**config.mk**
```make
export PLATFORM = sky130hd
export DESIGN_NAME = boot_rom_arbiter
export DESIGN_NICKNAME = d
export VERILOG_FILES = /design/src/rtl/boot_rom_pkg.sv /design/src/rtl/rr_arb2.sv /design/src/rtl/boot_rom_arbiter.sv
export SDC_FILE = /design/constraint.sdc
export NUM_CORES = 1
export LEC_CHECK = 0
export CAP_MARGIN = 0
export CORE_MARGIN = 4
export CORE_UTILIZATION = 38
export DETAILED_ROUTE_END_ITERATION = 10
export HOLD_SLACK_MARGIN = 0.02
export PLACE_DENSITY = 0.86
export SLEW_MARGIN = 10
export SYNTH_ARGS = -nofsm -noshare
export SYNTH_HDL_FRONTEND = slang
export SYNTH_HIERARCHICAL = 1
export SYNTH_SLANG_ARGS = --single-unit
```
**constraint.sdc**
```tcl
create_clock -name clk -period 4.7 [get_ports clk]
set_input_delay 0.705 -clock clk [delete_from_list [all_inputs] [get_ports clk]]
set_output_delay 0.705 -clock clk [all_outputs]
set_load 0.005 [all_outputs]
```
**src/rtl/boot_rom_pkg.sv**
```systemverilog
// Shared types and constants for the boot ROM arbiter: FSM states, port IDs, ROM geometry.
package boot_rom_pkg;

   typedef enum logic [1:0] {
      StIdle,
      StIssue,
      StWait,
      StResp
   } state_e;

   localparam logic PortI = 1'b0;
   localparam logic PortD = 1'b1;

   localparam int unsigned RomAw       = 10;
   localparam int unsigned RomWinBytes = 4096;
   localparam int unsigned RomPageLsb  = $clog2(RomWinBytes);

endpackage

```
**src/rtl/rr_arb2.sv**
```systemverilog
// Two-way round-robin grant: on contention the port not granted last wins.
module rr_arb2
   import boot_rom_pkg::*;
(
   input  logic [1:0] req,
   input  logic       last,
   output logic [1:0] grant
);

   always_comb begin
      grant = req;
      if (req == 2'b11) begin
         grant = (last == PortD) ? 2'b01 : 2'b10;
      end
   end

endmodule

```
**src/rtl/boot_rom_arbiter.sv**
```systemverilog
// Arbitrates instruction and data read ports onto a single synchronous boot ROM,
// one access outstanding at a time.
module boot_rom_arbiter
   import boot_rom_pkg::*;
#(
   parameter logic [31:0] BASE_ADDR = 32'h0000_0000,
   parameter int unsigned AW        = RomAw
) (
   input  logic          clk,
   input  logic          reset,

   input  logic          i_req_valid,
   output logic          i_req_ready,
   input  logic [31:0]   i_req_addr,
   output logic          i_rsp_valid,
   input  logic          i_rsp_ready,
   output logic [31:0]   i_rsp_data,
   output logic          i_rsp_err,

   input  logic          d_req_valid,
   output logic          d_req_ready,
   input  logic [31:0]   d_req_addr,
   output logic          d_rsp_valid,
   input  logic          d_rsp_ready,
   output logic [31:0]   d_rsp_data,
   output logic          d_rsp_err,

   output logic          rom_ce,
   output logic          rom_oce,
   output logic          rom_reset,
   output logic [AW-1:0] rom_ad,
   input  logic [31:0]   rom_dout
);

   state_e        state_q, state_d;
   logic          last_q;
   logic          gnt_q;
   logic [AW-1:0] rom_ad_q;
   logic [31:0]   data_q;
   logic          err_q;

   logic [1:0]    grant;
   logic [31:0]   sel_addr;
   logic          sel_legal;
   logic          accept;
   logic          rsp_ready_sel;

   rr_arb2 u_rr_arb2 (
      .req   ({d_req_valid, i_req_valid}),
      .last  (last_q),
      .grant (grant)
   );

   // Requests are only accepted from IDLE, and never while reset is asserted.
   always_comb begin
      sel_addr      = grant[1] ? d_req_addr : i_req_addr;
      sel_legal     = (sel_addr[1:0] == 2'b00) &&
                      (sel_addr[31:RomPageLsb] == BASE_ADDR[31:RomPageLsb]);
      accept        = (state_q == StIdle) && !reset && (grant != 2'b00);
      rsp_ready_sel = (gnt_q == PortD) ? d_rsp_ready : i_rsp_ready;

      state_d = state_q;
      case (state_q)
         StIdle:  if (accept) state_d = sel_legal ? StIssue : StResp;
         StIssue: state_d = StWait;
         StWait:  state_d = StResp;
         StResp:  if (rsp_ready_sel) state_d = StIdle;
         default: state_d = StIdle;
      endcase

      i_req_ready = accept && grant[0];
      d_req_ready = accept && grant[1];
      i_rsp_valid = (state_q == StResp) && (gnt_q == PortI);
      d_rsp_valid = (state_q == StResp) && (gnt_q == PortD);
      rom_ce      = (state_q == StIssue);
   end

   always_ff @(posedge clk or posedge reset) begin
      if (reset) begin
         state_q  <= StIdle;
         last_q   <= PortD;
         gnt_q    <= PortI;
         rom_ad_q <= '0;
         data_q   <= '0;
         err_q    <= 1'b0;
      end else begin
         state_q <= state_d;
         if (accept) begin
            gnt_q    <= grant[1];
            last_q   <= grant[1];
            rom_ad_q <= sel_addr[AW+1:2];
            if (!sel_legal) begin
               data_q <= '0;
               err_q  <= 1'b1;
            end
         end
         if (state_q == StWait) begin
            data_q <= rom_dout;
            err_q  <= 1'b0;
         end
      end
   end

   assign rom_oce    = 1'b1;
   assign rom_reset  = reset;
   assign rom_ad     = rom_ad_q;
   assign i_rsp_data = data_q;
   assign d_rsp_data = data_q;
   assign i_rsp_err  = err_q;
   assign d_rsp_err  = err_q;

endmodule

```
==> metrics <==
Inserted Diodes 0; CP dominant cell by count clkdlybuf4s50_1; Syn Nets approximately 380; hold_sp rom_ad[2]; final hold viol count 0; TritonCTS Sinks 47; Slowest Stage Delay on Critical Path roughly 0.52 ns; Port Buffer Count about 180; synth top area cells dfrtp_1 43%, a221o_1 11%, buf_4 10%; global-route wire length before repair around 13,000 µm; Worst-path clk slew 0.09 ns; Slew Limit Fails 0; clock buffer depth 2; Synth Instances approximately 280; slowest cell on the critical path clkdlybuf4s50_1; Final Critical Period just over 3 ns; dominant synthesized flop cell dfrtp_1; worst r2r src state_q[0]; clock power share 0.108; Post-synth EDFFs 0; skew final ~0.009 ns; unrepaired setup endpoints after global routing false; TritonCTS clock tree done; syn avg cell area 9.63 µm²; io pins ~190; Setup Viol. Count Final 0; Starting Density 0.390; share of cells above drive strength 1 0.0552; post-synthesis sequential area ratio 0.444; top-count cell post-synth dfrtp_1; vias per inst ~5; Post-synth ARST share 1.00; Net Sw Frac 0.339; nature of the critical path startpoint primary input; FF-to-FF setup slack ~2.3 ns; Total Routed Length approximately 8000 µm; Routed wire per std cell 15.2 µm; vias in the first global route ~2,600; crit path kind primary input to primary output; synth cell count leaders 46 x dfrtp_1, 43 x nand2_1, 36 x buf_4, 34 x nor2_1, 30 x a221o_1; Worst Reg-to-Reg Cells 5; TNS Setup 0 ns; initial antenna violation count 0; Final period util 0.662; Iter 0 DRT Violations 60; HPWL after DPL approximately 6000 µm; DIE AREA between 0.008 and 0.009 mm²; CTS Hold Bufs 0; DIE WIDTH 91.5 µm; P_sw 0.806 mW; Max Fclk approximately 320 MHz; GRT Residual Overflow 0; cell row count 30; crit path buf inv count 3; root buffer cell clkbuf_8; MaxCap Viol Count 0; sequential share of power 0.328; Die Height between 90 and 100 µm; CP delay by family, top buffers and inverters; Clock Latency Late Sink about 0.29 ns; Slew @ Worst Pin 1.18 ns; Synth Cell Area 0.00265 mm²; post-route ant nets 0; post-synth top area share 0.435; Slew Limit Headroom 0.216; NumNets Final between 500 and 600; crit path max fanout 15; internal power 1.57 mW; Gate power share 0.565; CTS resizes 0; largest net degree at the start of global routing between 60 and 70; Max rail drop VDD roughly 0.00026 V; Final Power ~2.4 mW; #FFs+latches synth 47; Required @ worst endpoint roughly 4 ns; Residual DRC 0; H-tree levels 2; # Post-CTS Setup Buffers 0; outcome complete, no violations; pwr/cell area roughly 540 mW/mm²; P_leak roughly 1.9 nW; area grow syn2layout 65.5%; CP cell instances clkdlybuf4s50_1, a21boi_2, buf_4, and2_1, clkdlybuf4s50_1; GP Congestion 0.785; RR Endpoint d_rsp_data[31]; hold path endpoint rom_ad[2]; fillers 550; CP arrival 2.41 ns; warnings from Yosys 6; CTS buffer count 5; Crit. End Element primary output; Core Box Area between 0.006 and 0.007 mm²; iteration count of the initial detailed-routing pass 5; hold crit path type flop to flop; hold path cells 2; routed via count 2,521; Tot GR Track Use 0.183; cell taking the most area after synthesis dfrtp_1; Distinct cells, synth 32
## metal layers
| layer | track usage | wire, µm | up-vias |
|---|---|---|---|
| li1 | - | - | 1216 |
| met1 | 0.228 | 3190 | 1190 |
| met2 | 0.321 | 4070 | 100 |
| met3 | 0.0348 | 399 | 15 |
| met4 | 0.0490 | 141 | 0 |
| met5 | 0 | 0 | - |
## state kept, by name, summed over array words and instances, names as in the netlist
signal / count
rom_ad: 10
state_q: 2
last_q: 1
d_rsp_err: 1
gnt_q: 1
d_rsp_data: 32
## layout by cell type (no fill, tap or decap), types with 2 or more instances in the layout
cell and count:
and2_1 2, ha_1 4, nor2b_1 2, nand2_1 43, a21oi_1 2, mux2i_1 11, dfrtp_1 46, nand4_1 2
a221o_1 30, a21o_1 2, nor4_1 10, nor3_1 2, o21ai_0 10, a221o_2 2, clkbuf_8 6, buf_4 3
nor2_1 34, inv_1 6, clkdlybuf4s50_1 183
## how the worst max path moves through the flow
stage               depth (start not counted)           from              to  slack [ns]
floorplan                                   6  i_req_addr[0]  d_rsp_data[27]        2.64
global placement                            5    d_req_valid     d_req_ready        1.68
detailed placement                          5    d_req_valid     d_req_ready        1.59
CTS                                         5    d_req_valid     d_req_ready        1.59
global route                                5    d_req_valid     d_req_ready        1.54
finish                                      5    d_req_valid     d_req_ready        1.59
## worst reg2reg max path, stage by stage, from the launching register on
cell     delay (ns)
dfrtp_1        0.41
inv_1          0.13
ha_2           0.97
nor3_4         0.08
buf_4          0.28
a221o_2        0.42
## metrics by stage
| stage | area [µm²] | utilization | instances | hold WS, ns | setup WS [ns] |
|---|---|---|---|---|---|
| 3_3_place_gp | 4290 | 0.631 | 505 | 0.464 | 1.68 |
| 3_5_place_dp | 4290 | 0.631 | 505 | 0.473 | 1.59 |
| 6_report | 4380 | 0.645 | 513 | 0.486 | 1.59 |
| 2_1_floorplan | 2650 | - | 275 | 0.473 | 2.64 |
| 4_1_cts | 4380 | 0.645 | 513 | 0.491 | 1.59 |
| 5_1_grt | 4380 | 0.645 | 513 | 0.528 | 1.54 |
## kinds of logic (layout without fill, tap and decap cells)
logic type      Yosys count  after routing  synth area share
simple gates             98             98             0.169
buf+inv                  59            201             0.144
compound gates           53             53             0.171
flops                    47             47             0.444
mux                      12             12            0.0458
fa+ha+maj                 5              5            0.0236
other cells               1              1           0.00142
## power groups by stage
stage | clock (mW) | sequential [mW] | combinational (mW)
CTS | 0.266 | 0.781 | 1.36
global route | 0.284 | 0.815 | 1.46
finish | 0.256 | 0.779 | 1.34
global placement | 0 | 0.772 | 1.31
detailed placement | 0 | 0.782 | 1.36
floorplan | 0 | 0.771 | 0.709
## area by class of cell
| cell class | instances | area, µm² | share of cell area |
|---|---|---|---|
| Tap cell | 96 | 120 | 0.0274 |
| Multi-Input combinational cell | 169 | 1110 | 0.253 |
| Timing Repair Buffer | 186 | 1850 | 0.423 |
| Clock buffer | 6 | 82.6 | 0.0188 |
| Inverter | 7 | 26.3 | 0.00599 |
| Sequential cell | 47 | 1180 | 0.269 |
| Clock inverter | 2 | 16.3 | 0.00371 |
(Power assumes the default switching activity.)
